[src/rtl/reg_file_sb_if.sv]
// reg_file_sb_if: decode/writeback bus of the scoreboarded register file.
// master = decode/writeback side, slave = register file.
interface reg_file_sb_if #(
    parameter int XLEN  = 32,
    parameter int NREGS = 32,
    parameter int NRD   = 2
) ();
    localparam int AW = $clog2(NREGS);

    logic [NRD*AW-1:0]   reg_rd_addr;
    logic [NRD*XLEN-1:0] reg_out;
    logic [NRD-1:0]      reg_rd_pend;
    logic                reg_wr_en;
    logic [AW-1:0]       reg_wr_addr;
    logic [XLEN-1:0]     reg_in;
    logic                reg_rsv_en;
    logic [AW-1:0]       reg_rsv_addr;
    logic                reg_busy;

    modport master (
        output reg_rd_addr, reg_wr_en, reg_wr_addr, reg_in,
        output reg_rsv_en, reg_rsv_addr,
        input  reg_out, reg_rd_pend, reg_busy
    );

    modport slave (
        input  reg_rd_addr, reg_wr_en, reg_wr_addr, reg_in,
        input  reg_rsv_en, reg_rsv_addr,
        output reg_out, reg_rd_pend, reg_busy
    );
endinterface

[src/rtl/reg_file_sb.sv]
// reg_file_sb: NREGS x XLEN register file, NRD async read ports, one write
// port, per-register pending scoreboard, post-reset clear sweep.
// Ports: reg_clk, reg_rst (sync, active-high), bus (reg_file_sb_if.slave).
// Optional: `define REG_BYPASS_EN forwards a same-cycle write to readers.
module reg_file_sb #(
    parameter int XLEN  = 32,
    parameter int NREGS = 32,
    parameter int NRD   = 2
) (
    input  logic          reg_clk,
    input  logic          reg_rst,
    reg_file_sb_if.slave  bus
);
    localparam int AW = $clog2(NREGS);

    typedef enum logic {CLEAR, READY} state_t;

    state_t              state_q, state_d;
    logic [AW-1:0]       ptr_q;
    logic [XLEN-1:0]     mem [NREGS];
    logic [NREGS-1:0]    pend_q, pend_d;
    logic                busy;
    logic                wr_ok;
    logic                rsv_ok;
    logic [NRD*XLEN-1:0] out_v;
    logic [NRD-1:0]      pend_v;

    // Reset shows as busy in the same cycle so readers never see stale data.
    assign busy   = reg_rst || (state_q != READY);
    assign wr_ok  = !busy && bus.reg_wr_en && (bus.reg_wr_addr != '0);
    assign rsv_ok = !busy && bus.reg_rsv_en && (bus.reg_rsv_addr != '0);

    always_ff @(posedge reg_clk) begin
        if (reg_rst) begin
            state_q <= CLEAR;
            ptr_q   <= AW'(1);
            pend_q  <= '0;
        end else begin
            state_q <= state_d;
            pend_q  <= pend_d;
            if (state_q == CLEAR)
                ptr_q <= ptr_q + AW'(1);
        end
    end

    always_comb begin
        state_d = state_q;
        if (state_q == CLEAR && ptr_q == AW'(NREGS - 1))
            state_d = READY;
    end

    // Reservation is applied after the write clear: a newer producer wins.
    always_comb begin
        pend_d = pend_q;
        if (wr_ok)
            pend_d[bus.reg_wr_addr] = 1'b0;
        if (rsv_ok)
            pend_d[bus.reg_rsv_addr] = 1'b1;
    end

    // No reset on the array so it can map to distributed RAM.
    always_ff @(posedge reg_clk) begin
        if (!reg_rst && state_q == CLEAR)
            mem[ptr_q] <= '0;
        else if (wr_ok)
            mem[bus.reg_wr_addr] <= bus.reg_in;
    end

    always_comb begin
        logic [AW-1:0]   ra;
        logic [XLEN-1:0] rd;
        logic            rp;
        out_v  = '0;
        pend_v = '0;
        for (int k = 0; k < NRD; k++) begin
            ra = bus.reg_rd_addr[k*AW +: AW];
            rd = (ra == '0) ? '0 : mem[ra];
            rp = pend_q[ra];
`ifdef REG_BYPASS_EN
            if (wr_ok && bus.reg_wr_addr == ra) begin
                rd = bus.reg_in;
                rp = 1'b0;
            end
`endif
            if (busy) begin
                rd = '0;
                rp = 1'b0;
            end
            out_v[k*XLEN +: XLEN] = rd;
            pend_v[k]             = rp;
        end
    end

    assign bus.reg_out     = out_v;
    assign bus.reg_rd_pend = pend_v;
    assign bus.reg_busy    = busy;
endmodule
[src/flat_wrapper.sv]
// flat-port wrapper written by rule: the top's interface ports become plain ports
module reg_file_sb_flat 
#(
    parameter int XLEN  = 32,
    parameter int NREGS = 32,
    parameter int NRD   = 2
)
  (reg_clk, reg_rst, bus_reg_rd_addr, bus_reg_wr_en, bus_reg_wr_addr, bus_reg_in, bus_reg_rsv_en, bus_reg_rsv_addr, bus_reg_out, bus_reg_rd_pend, bus_reg_busy);
  reg_file_sb_if #(.XLEN(XLEN), .NREGS(NREGS), .NRD(NRD)) bus_i ();
  input  logic reg_clk;
  input  logic reg_rst;
  input wire logic [$bits(bus_i.reg_rd_addr)-1:0] bus_reg_rd_addr;
  input wire logic [$bits(bus_i.reg_wr_en)-1:0] bus_reg_wr_en;
  input wire logic [$bits(bus_i.reg_wr_addr)-1:0] bus_reg_wr_addr;
  input wire logic [$bits(bus_i.reg_in)-1:0] bus_reg_in;
  input wire logic [$bits(bus_i.reg_rsv_en)-1:0] bus_reg_rsv_en;
  input wire logic [$bits(bus_i.reg_rsv_addr)-1:0] bus_reg_rsv_addr;
  output wire logic [$bits(bus_i.reg_out)-1:0] bus_reg_out;
  output wire logic [$bits(bus_i.reg_rd_pend)-1:0] bus_reg_rd_pend;
  output wire logic [$bits(bus_i.reg_busy)-1:0] bus_reg_busy;
  assign bus_i.reg_rd_addr = bus_reg_rd_addr;
  assign bus_i.reg_wr_en = bus_reg_wr_en;
  assign bus_i.reg_wr_addr = bus_reg_wr_addr;
  assign bus_i.reg_in = bus_reg_in;
  assign bus_i.reg_rsv_en = bus_reg_rsv_en;
  assign bus_i.reg_rsv_addr = bus_reg_rsv_addr;
  assign bus_reg_out = bus_i.reg_out;
  assign bus_reg_rd_pend = bus_i.reg_rd_pend;
  assign bus_reg_busy = bus_i.reg_busy;
  reg_file_sb #(.XLEN(XLEN), .NREGS(NREGS), .NRD(NRD)) u_core (.reg_clk(reg_clk), .reg_rst(reg_rst), .bus(bus_i));
endmodule
[config.mk]
export PLATFORM = sky130hd
export DESIGN_NAME = reg_file_sb_flat
export DESIGN_NICKNAME = d
export VERILOG_FILES = /design/src/rtl/reg_file_sb_if.sv /design/src/rtl/reg_file_sb.sv /design/src/flat_wrapper.sv
export SDC_FILE = /design/constraint.sdc
export NUM_CORES = 1
export LEC_CHECK = 0
export CORE_ASPECT_RATIO = 1.2
export CORE_MARGIN = 5
export CORE_UTILIZATION = 40
export DETAILED_ROUTE_END_ITERATION = 12
export GPL_TIMING_DRIVEN = 0
export PLACE_DENSITY = 0.54
export RECOVER_POWER = 50
export SYNTH_ARGS = -nofsm -noshare
export SYNTH_HDL_FRONTEND = slang
export SYNTH_SLANG_ARGS = --single-unit
[constraint.sdc]
create_clock -name reg_clk -period 4.83 [get_ports reg_clk]
set_input_delay 0.966 -clock reg_clk [delete_from_list [all_inputs] [get_ports reg_clk]]
set_output_delay 0.966 -clock reg_clk [all_outputs]
set_load 0.01 [all_outputs]
==> impl_metrics.yaml, run 1 <==
run_status:
  outcome: "finished with violations"
  violations: "max-capacitance violations, max-slew violations, negative setup slack"
yosys:
  ys_types: 52
  synth_seq_area_share: 0.635
  synth_xor_area_frac: 0.000353
  syn_inst: 2451
  synth-edff-count: 1024
  synth_area_um2: 49600
  yosysWarnings: 0
  synth_ff_type: "edfxtp_1"
  synth_mux_area_frac: 0.294
  ys_ff_latch: 1062
  yosysTopAreaCellShare: 0.620
  synth_compound_area_frac: 0.0320
  synthSimpleGateAreaFrac: 0.0200
  synth_top_cell_by_area: "edfxtp_1"
  synthArstFlopShare: 0
  synth_area_leaders: "edfxtp_1 62%, mux4_2 24%, mux2i_1 5.5%"
  syn-num-nets: 2509
  synth_top_family_by_area: "multiplexers"
  yosys.area_share.adder: 0.000504
  synth.avg_cell_area_um2: 20.2
cells_and_area:
  drive_gt1_frac: 0.328
  nets: 2846
  seq_area_um2: 31500
  final_common_cell: "edfxtp_1"
  fillers: 10426
  multi_input_area_um2: 17300
  stdcell_area_um2: 57800
  syn_to_final_growth_pct: 16.5
  final_cell_mix: "1,024 x edfxtp_1, 526 x mux4_2, 266 x mux2i_1"
timing:
  hold_viol: 0
  hold_ws_ns: 0.496
  setup_violations: 15
  rsz0062_at_grt: "false"
  finClkSkew_ns: 0.0415
  fmaxAchievable_ghz: 0.206
  relSlewSlack: -0.683
  layout_setup_ws_ns: -0.0284
  fin_crit_ns: 4.86
  finalCritPeriodShare: 1.01
  worst_slew_pin_slew_ns: 2.50
  slew_viol_final: 131
worst_setup_path:
  cp_common_cell: "buf_6"
  rr_worst_depth: 6
  arrival_ns: 5.27
  crit_chain: "dlygate4sd3_1 > or2_1 > buf_6 > o311a_1 > buf_6 > clkbuf_1 > o31a_1 > nor3_1 > clkbuf_1 > buf_6"
  slowest_delay_ns: 0.85
  cp.required_ns: 5.24
  cp.buffers_inverters: 6
  start_kind: "primary input"
  crit_fanout: 10
  rrSetupSlack_ns: 0.44
  cp-end-kind: "flip-flop"
  worstSetupPathDepth: 10
  crit_family: "buffers and inverters"
  slowest_stage: "nor3_1"
  criticalPathCategory: "primary input to flip-flop"
global_routing:
  grt_start_max_net_pins: 33
  grt_overflow_total: 0
  grt_pass1_wl_mm: 232
  grt_usage: 0.251
  grt-busiest-layer: "met2"
  antenna_found_initial: 6
  use_met1: 0.306
  grtUsageMet2: 0.449
  gr-usage-met3: 0.0433
  first_global_vias: 30611
die:
  die_x_um: 331
  die_h_um: 396
  die_area_um2: 131000
  initial_core_util: 0.403
  std_cell_rows: 141
  core_um2: 123000
  pin_count: 123
drt:
  first_pass_iters: 8
  num_vias: 28745
  totalWireLength_mm: 167
  avgViaCountPerCell: 6.34
  wl_per_cell_um: 36.9
  ant_nets: 0
  drt_iter0_markers: 3253
  drc: 0
clock_tree:
  htree_levels: 3
  root_buffer: "clkbuf_16"
  clock-sinks: 1062
  numCtsBuffers: 109
  clock_path_buffers: 3
  cts_tree: "built"
  clk_latency_ns: 0.72
  clk_pin_slew_ns: 0.06
  hold_buffers: 0
  post_cts_buffers: 0
placement:
  dpl_cell_area_um2: 54900
  gp_congestion: 0.840
  numPortBuffers: 114
  dpl.hpwl_mm: 119
power_and_ir_drop:
  power.density_nw_per_um2: 341
  peakVddDrop_v: 0.000287
  p_leak_nw: 17.3
flow_run:
  cap_violations: 8
worst_hold_path:
  hold_depth: 1
  hold_path_class: "flip-flop to flip-flop"
==> worst paths after layout <==
path,endpoint,start
min reg2reg,u_core.pend_q[0],u_core.pend_q[0]
max reg2reg,u_core.mem[16][18],u_core.state_q
min,u_core.pend_q[0],u_core.pend_q[0]
max,u_core.mem[28][12],bus_reg_wr_addr[0]
==> registers in the layout, indices dropped and copies added, names as in the netlist <==
name	count
u_core.mem	1024
u_core.pend_q	32
u_core.ptr_q	5
u_core.state_q	1
==> worst register-to-register path: stages (launching register included) <==
cell,delay [ns]
dfxtp_1,0.38
buf_2,0.25
nor4bb_1,0.60
nand2_1,0.28
o31a_2,0.23
nor3_1,1.35
clkbuf_1,0.92
==> per-stage QoR <==
| stage | utilization | cells | power, W | TNS (ns) | setup WS, ns |
|---|---|---|---|---|---|
| finish | 0.469 | 4533 | 0.0197 | -0.197 | -0.0284 |
| global route | 0.469 | 4529 | 0.0202 | 0 | 0.00215 |
| CTS | 0.477 | 4529 | 0.0198 | 0 | 0.000940 |
| detailed placement | 0.446 | 4321 | 0.0117 | -69.58 | -1.32 |
| global placement | 0.430 | 4209 | 0.0116 | -2963.77 | -5.54 |
| floorplan | - | 2451 | 0.0111 | -82.01 | -0.207 |
==> cells in the mapped netlist (3+ instances only) <==
cell and count:
a21oi_1 21, and2_1 31, and3_1 3, buf_1 18
buf_2 65, buf_6 5, clkbuf_1 105, dfxtp_1 38
edfxtp_1 1024, inv_1 4, mux2i_1 272, mux4_2 526
nand2_1 31, nand2b_1 11, nand3_1 8, nand3b_1 4
nor2_1 17, nor2b_1 17, nor3_1 34, nor3b_1 3
o21ai_0 41, o221ai_1 66, o22a_1 64, or2_2 5
==> power by group <==
group | switching [W] | internal, W | total [W]
registers | 0.0000415 | 0.0101 | 0.0101
logic | 0.000783 | 0.000585 | 0.00137
clock network | 0.00365 | 0.00458 | 0.00823
==> routing by layer <==
layer | up-vias | share of wire
li1 | 11394 | -
met1 | 15756 | 0.37
met2 | 1313 | 0.52
met3 | 278 | 0.068
met4 | 4 | 0.038
met5 | - | 0.00013
==> area by class of cell <==
cell class,instances,share of cell area
Antenna cell,4,0.000173
Buffer,195,0.0211
Clock buffer,138,0.0516
Clock inverter,70,0.00807
Inverter,5,0.000325
Multi-Input combinational cell,1189,0.299
Sequential cell,1062,0.545
Tap cell,1644,0.0356
Timing Repair Buffer,226,0.0388
==> cell families (layout without fill, tap and decap cells) <==
family                     Yosys count  count (layout)
buffers and inverters              200             634
adders and majority gates            2               2
muxes                              800             800
and+or+nand+nor                    179             179
xor gates and xnor gates             2               2
DFF                               1062            1062
AOI/OAI and AO/OA                  206             206
other                                0               4
==> repair_timing <==
| item | 4_1_cts | 5_1_grt |
|---|---|---|
| setup endpoints to repair | 66 | 27 |
| resized for setup | 166 | 32 |
| cloned | 0 | 0 |
Power figures use the tool's default switching activity.
==> inputs of run 2 (changes only) <==
--- a/config.mk
+++ b/config.mk
@@ -9,8 +9,7 @@
 export CORE_MARGIN = 5
 export CORE_UTILIZATION = 40
 export DETAILED_ROUTE_END_ITERATION = 12
-export GPL_TIMING_DRIVEN = 0
-export PLACE_DENSITY = 0.54
+export PLACE_DENSITY = 0.52
 export RECOVER_POWER = 50
 export SYNTH_ARGS = -nofsm -noshare
 export SYNTH_HDL_FRONTEND = slang
==> constraint.sdc (replaced) <==
create_clock -name reg_clk -period 4.6 [get_ports reg_clk]
set_input_delay 0.92 -clock reg_clk [delete_from_list [all_inputs] [get_ports reg_clk]]
set_output_delay 0.92 -clock reg_clk [all_outputs]
set_load 0.01 [all_outputs]
==> impl_metrics.yaml, run 2 (same netlist as run 1, synthesis figures left out) <==
run_status:
  outcome: "finished with violations"
  violations: "max-capacitance violations, max-slew violations"
die:
  die_h_um: 396
  die_x_um: 331
  std_cell_rows: 141
  initial_core_util: 0.403
  pin_count: 123
  die_area_um2: 131000
  core_um2: 123000
placement:
  dpl.hpwl_mm: 93.0
  numPortBuffers: 122
  dp_worst_setup_slack_ns: 0.0862
  dpl_cell_area_um2: 54800
  dpl.cell_count: 4226
  gp_congestion: 0.794
worst_setup_path:
  crit_fanout: 22
  start_kind: "primary input"
  criticalPathCategory: "primary input to primary output"
  cp-startpoint: "reg_rst"
  cp.required_ns: 3.68
  rr_worst_depth: 7
  cp-end-kind: "primary output"
  arrival_ns: 3.61
  r2r-start: "u_core.state_q"
  r2r_end: "u_core.mem[19][18]"
  rrSetupSlack_ns: 0.66
  crit_path_end: "bus_reg_out[48]"
cells_and_area:
  reg_top3: "u_core.mem: 1024 flops, u_core.pend_q: 32 flops, u_core.ptr_q: 5 flops"
  drive_gt1_frac: 0.328
  stdcell_area_um2: 58000
  final_common_cell: "edfxtp_1"
  largest_register_ffs: 1024
  fillers: 10371
  final_cells: 4429
  largest-register: "u_core.mem"
  seq_area_um2: 31500
  syn_to_final_growth_pct: 16.9
  multi_input_area_um2: 17300
  nets: 2755
  final_cell_mix: "1,024 x edfxtp_1, 526 x mux4_2, 272 x mux2i_1"
power_and_ir_drop:
  peakVddDrop_v: 0.000288
  switchingPower_w: 0.00467
  power.share.clock: 0.438
  p_total_w: 0.0214
  swShare: 0.218
  p_leak_nw: 17.4
  pwr-share-seq: 0.495
  combinationalPowerShare: 0.067
  power.density_nw_per_um2: 369
  internal_power_w: 0.0167
clock_tree:
  root_buffer: "clkbuf_16"
  cts_resized: 0
  numCtsBuffers: 113
  hold_buffers: 0
  clock-sinks: 1062
  post_cts_buffers: 0
  clk_latency_ns: 0.72
  htree_levels: 3
  clk_pin_slew_ns: 0.05
  cts_tree: "built"
  clock_path_buffers: 3
timing:
  setup_violations: 0
  hold_ws_ns: 0.487
  fin_crit_ns: 4.53
  slew_viol_final: 45
  fmaxAchievable_ghz: 0.221
  layout_setup_ws_ns: 0.0651
  relSlewSlack: -0.262
  rsz0062_at_grt: "false"
  finClkSkew_ns: 0.0165
  finalCritPeriodShare: 0.986
  hold_viol: 0
  worst_slew_pin_slew_ns: 1.89
drt:
  drc: 0
  avgViaCountPerCell: 6.22
  totalWireLength_mm: 155
  ant_nets: 0
  wl_per_cell_um: 35.0
  num_vias: 27565
  first_pass_iters: 6
  drt_iter0_markers: 2746
global_routing:
  grt_pass1_wl_mm: 220
  antenna_found_initial: 4
  first_global_vias: 29593
  grt_overflow_total: 0
  grt_usage: 0.234
  grt_start_max_net_pins: 56
flow_run:
  cap_violations: 1
worst_hold_path:
  hold_path_class: "flip-flop to flip-flop"
## run 2: cell count changes in the layout (fill, tap and decap cells not counted), moves of 7 or more
cell | previous run | this run
buf_16 | 15 | 0
buf_12 | 0 | 53
clkbuf_1 | 91 | 26
clkbuf_2 | 77 | 19
bufinv_16 | 4 | 17
clkdlybuf4s15_2 | 9 | 0
clkinv_2 | 24 | 17
clkdlybuf4s50_1 | 105 | 113
clkbuf_4 | 26 | 9
buf_4 | 23 | 117
buf_6 | 50 | 0
buf_2 | 26 | 1
## run 2: worst min path at each step
stage	startpoint	endpoint	slack, ns	cells after the start
2_1_floorplan	u_core.pend_q[0]	u_core.pend_q[0]	0.46	1
3_3_place_gp	u_core.pend_q[9]	u_core.pend_q[9]	0.48	2
3_5_place_dp	u_core.pend_q[0]	u_core.pend_q[0]	0.48	1
4_1_cts	u_core.pend_q[0]	u_core.pend_q[0]	0.49	1
5_1_grt	u_core.pend_q[0]	u_core.pend_q[0]	0.52	1
6_report	u_core.pend_q[0]	u_core.pend_q[0]	0.49	1
## run 2: power by group through the flow
stage | combinational (W) | sequential, W | clock [W]
after global routing | 0.00151 | 0.0106 | 0.00996
after global placement | 0.00149 | 0.0108 | 0
final | 0.00143 | 0.0106 | 0.00938
after detailed placement | 0.00148 | 0.0108 | 0
after CTS | 0.00149 | 0.0106 | 0.00956
after floorplan | 0.000889 | 0.0108 | 0
## run 2: critical path, cell delays in order
cell and delay [ns]:
clkdlybuf4s50_1 0.46, nor2b_4 0.19, inv_2 0.07, or4_2 0.71
buf_12 0.21, o22a_1 0.26, o221ai_1 0.11, clkdlybuf4s50_1 0.60
## run 2: through the flow
step                setup TNS [ns]   util
global placement                 0  0.445
detailed placement               0  0.445
global route                     0  0.471
CTS                              0  0.475
floorplan                  -164.44      -
finish                           0  0.471
## run 2: layer usage
layer | track usage | routed length [µm]
met1 | 0.310 | 61700
met2 | 0.406 | 78900
met3 | 0.0349 | 9910
met4 | 0.0683 | 4550
met5 | 0 | 0
## run 2: layout make-up
type,count,area share
repair buffers,326,0.0576
flip-flops and latches,1062,0.543
diodes,1,0.0000432
clock inverters,69,0.0137
inverters,5,0.000324
clock buffers,133,0.0512
well taps,1644,0.0355
multi-input cells,1189,0.298
==> RTL change: new RTL, config.mk and constraints of run 2 <==
Build with the macro `REG_BYPASS_EN` defined.
--- a/src/rtl/reg_file_sb.sv
+++ b/src/rtl/reg_file_sb.sv
@@ -2,6 +2,8 @@
 // port, per-register pending scoreboard, post-reset clear sweep.
 // Ports: reg_clk, reg_rst (sync, active-high), bus (reg_file_sb_if.slave).
 // Optional: `define REG_BYPASS_EN forwards a same-cycle write to readers.
+`define REG_BYPASS_EN
+
 module reg_file_sb #(
     parameter int XLEN  = 32,
     parameter int NREGS = 32,
Function: not settled (the Yosys comparison gave no result); the edit may change what the design does.
==> RTL change against run 2 <==
- the run still ends with max-capacitance violations, max-slew violations left
- register-to-register slack improved by 0.73 ns
- sequential cell count unchanged
- core utilization rose by 0.57 points
- sequential power about the same
- synthesized area is 1.1% higher
- cell area up 2.5%
- sequential share of layout area shrank 1.3 points
- maximum frequency down 0.85%
- power grew 1.4%
- worst hold slack gained 0.0036 ns
- die area increased by 1.1%
- critical path depth is 1 higher
- wire length grew 7.0%
- worst setup slack lost 0.039 ns
==> RTL change: results (changes against run 2) <==
- Insertion delay to the later sink of the worst-skew pair: approximately 0.73 ns
- Clock buffer depth: 3 (unchanged)
- Worst setup path startpoint: bus_reg_wr_addr[1]
- Power attributed to sequential cells: 10.6 mW (about the same)
- Pin count of the biggest net entering global routing: 75 (+34%)
- Leading post-synthesis cells by cell area: sky130_fd_sc_hd__edfxtp_1 61%, sky130_fd_sc_hd__mux4_2 24%, sky130_fd_sc_hd__a22o_1 2.3%, sky130_fd_sc_hd__dfxtp_1 1.5%, sky130_fd_sc_hd__mux2_2 1.5%
- Hold path endpoint: u_core.pend_q[0]
- Non-filler instance count after layout: 4,678 (+5.6%)
- Routed wire length per instance: 35.5 microns (+1.3%)
- Placed Cells incl. Taps: 4,454 (+5.4%)
- Number of nets produced by synthesis: 2,718 (+8.3%)
- Worst slew pin tran: 1.90 ns (+0.00421 ns)
- Hold Slack: 0.491 ns (+0.00360 ns)
- Routability cong.: 0.857 (+7.9%)
- Crit-path max cell delay: 0.53 ns (-0.18 ns)
- First-pass GRT wire length: 233,000 microns (+5.7%)
- Share of final-layout standard cells stronger than drive strength 1: 35.6% (+2.8 points)
- Cell with the biggest individual delay on the critical path: sky130_fd_sc_hd__clkdlybuf4s50_1
- Maximum fanout count along the critical path: 6 (-73%)
- Via count of the first global-routing pass: 31,000 (+4.9%)
- Reported clock group power: 9.45 mW (+0.7%)
- Critical path arrival: 3.65 ns (+0.04 ns)
- Reg-to-reg endpoint: u_core.mem[18][13]
- Fraction of the yosys area taken by sequential cells: 62.8% (-0.70 points)
- Count of distinct cell types in the synthesized netlist: 48 (-7.7%)
- Final Max Slew Viols: 44 (-2.2%)
- Violations in the final reports: max-capacitance violations, max-slew violations
- List of most frequent post-synthesis cells: 1,024 x sky130_fd_sc_hd__edfxtp_1, 531 x sky130_fd_sc_hd__mux4_2, 142 x sky130_fd_sc_hd__nand2_1
- Number of antenna cells inserted: 0 (-1)
- Leakage component of the power: 18.4 nW (+5.6%)
- Result of the run: finished, violations left
- Reg clk slew, reported paths: 0.07 ns (+0.02 ns)
- Initial DRC Count: 3,004 (+9.4%)
- Reg-to-reg startpoint: u_core.state_q
- Leading registers by flop count: u_core.mem x1024, u_core.pend_q x32, u_core.ptr_q x5
- Number of nets in the layout: 2,982 (+8.2%)
- Avg Synthesized Cell Area: 18.9 sq um (-6.8%)
- R2R setup slack: 1.39 ns (+0.73 ns)
- Flip-flop cell with the highest count after synthesis: sky130_fd_sc_hd__edfxtp_1
- Largest voltage drop on the vdd net: 0.000334 V (+16%)
- Max cap viols: 1 (unchanged)
- Global-route usage over all layers: 24.5% (+1.1 points)
- Number of clock buffers inserted by TritonCTS: 117 (+3.5%)
- Worst clock skew on the final layout: 0.0207 ns (+0.00416 ns)
- Crit path capture: bus_reg_rd_pend[1]
- Total power consumption of the routed design: 21.7 mW (+1.4%)
- Half-perimeter wire length after detailed placement: 104,000 microns (+11%)
## RTL change: cell count changes after synthesis, sizes merged, moves of 7 or more
cell,before,now
a22o,0,129
and2,33,3
clkbuf,106,133
inv,5,36
mux2,2,65
mux2i,272,68
nand2,31,142
nor2,17,117
nor3,34,7
o211ai,0,65
o22a,64,0
xor2,1,8
## RTL change: metrics by stage
stage                     setup slack (ns)  instance area, sq um
after global placement              -0.176                 55300
final                               0.0260                 59500
after global routing               -0.0708                 59500
after CTS                          -0.0161                 59200
after detailed placement            -0.214                 55300
after floorplan                      0.571                 50200
## RTL change: what timing repair did
item / CTS / global route
pin swaps: 1 / 7
gates cloned: 1 / 3
resized for setup: 16 / 56
setup endpoints to repair: 15 / 47
buffers inserted: 0 / 3
## RTL change: kinds of logic (layout without fill, tap and decap cells)
logic type	Yosys count	in the layout	synth area share, %
AOI/OAI and AO/OA	339	340	5.29
muxes	664	664	26.7
DFF	1062	1062	62.8
and+or+nand+nor	322	322	2.72
buffers and inverters	259	620	2.26
adders and majority gates	2	2	0.0499
xor gates and xnor gates	12	12	0.210
## RTL change: area by class of cell
cell class / count / area, sq um
Clock buffer: 140 / 3040
Clock inverter: 77 / 772
Fill cell: 10400 / 65300
Inverter: 36 / 135
Multi-Input combinational cell: 1340 / 17900
Sequential cell: 1062 / 31500
Tap cell: 1656 / 2070
Timing Repair Buffer: 367 / 3990
## RTL change: routing by layer
| layer | part of all wire (%) | vias up | track usage [%] |
|---|---|---|---|
| li1 | - | 11900 | - |
| met1 | 40 | 16200 | 32.6 |
| met2 | 49 | 1431 | 41.1 |
| met3 | 7.7 | 294 | 4.52 |
| met4 | 3.3 | 0 | 8.08 |
| met5 | 0 | - | 0 |
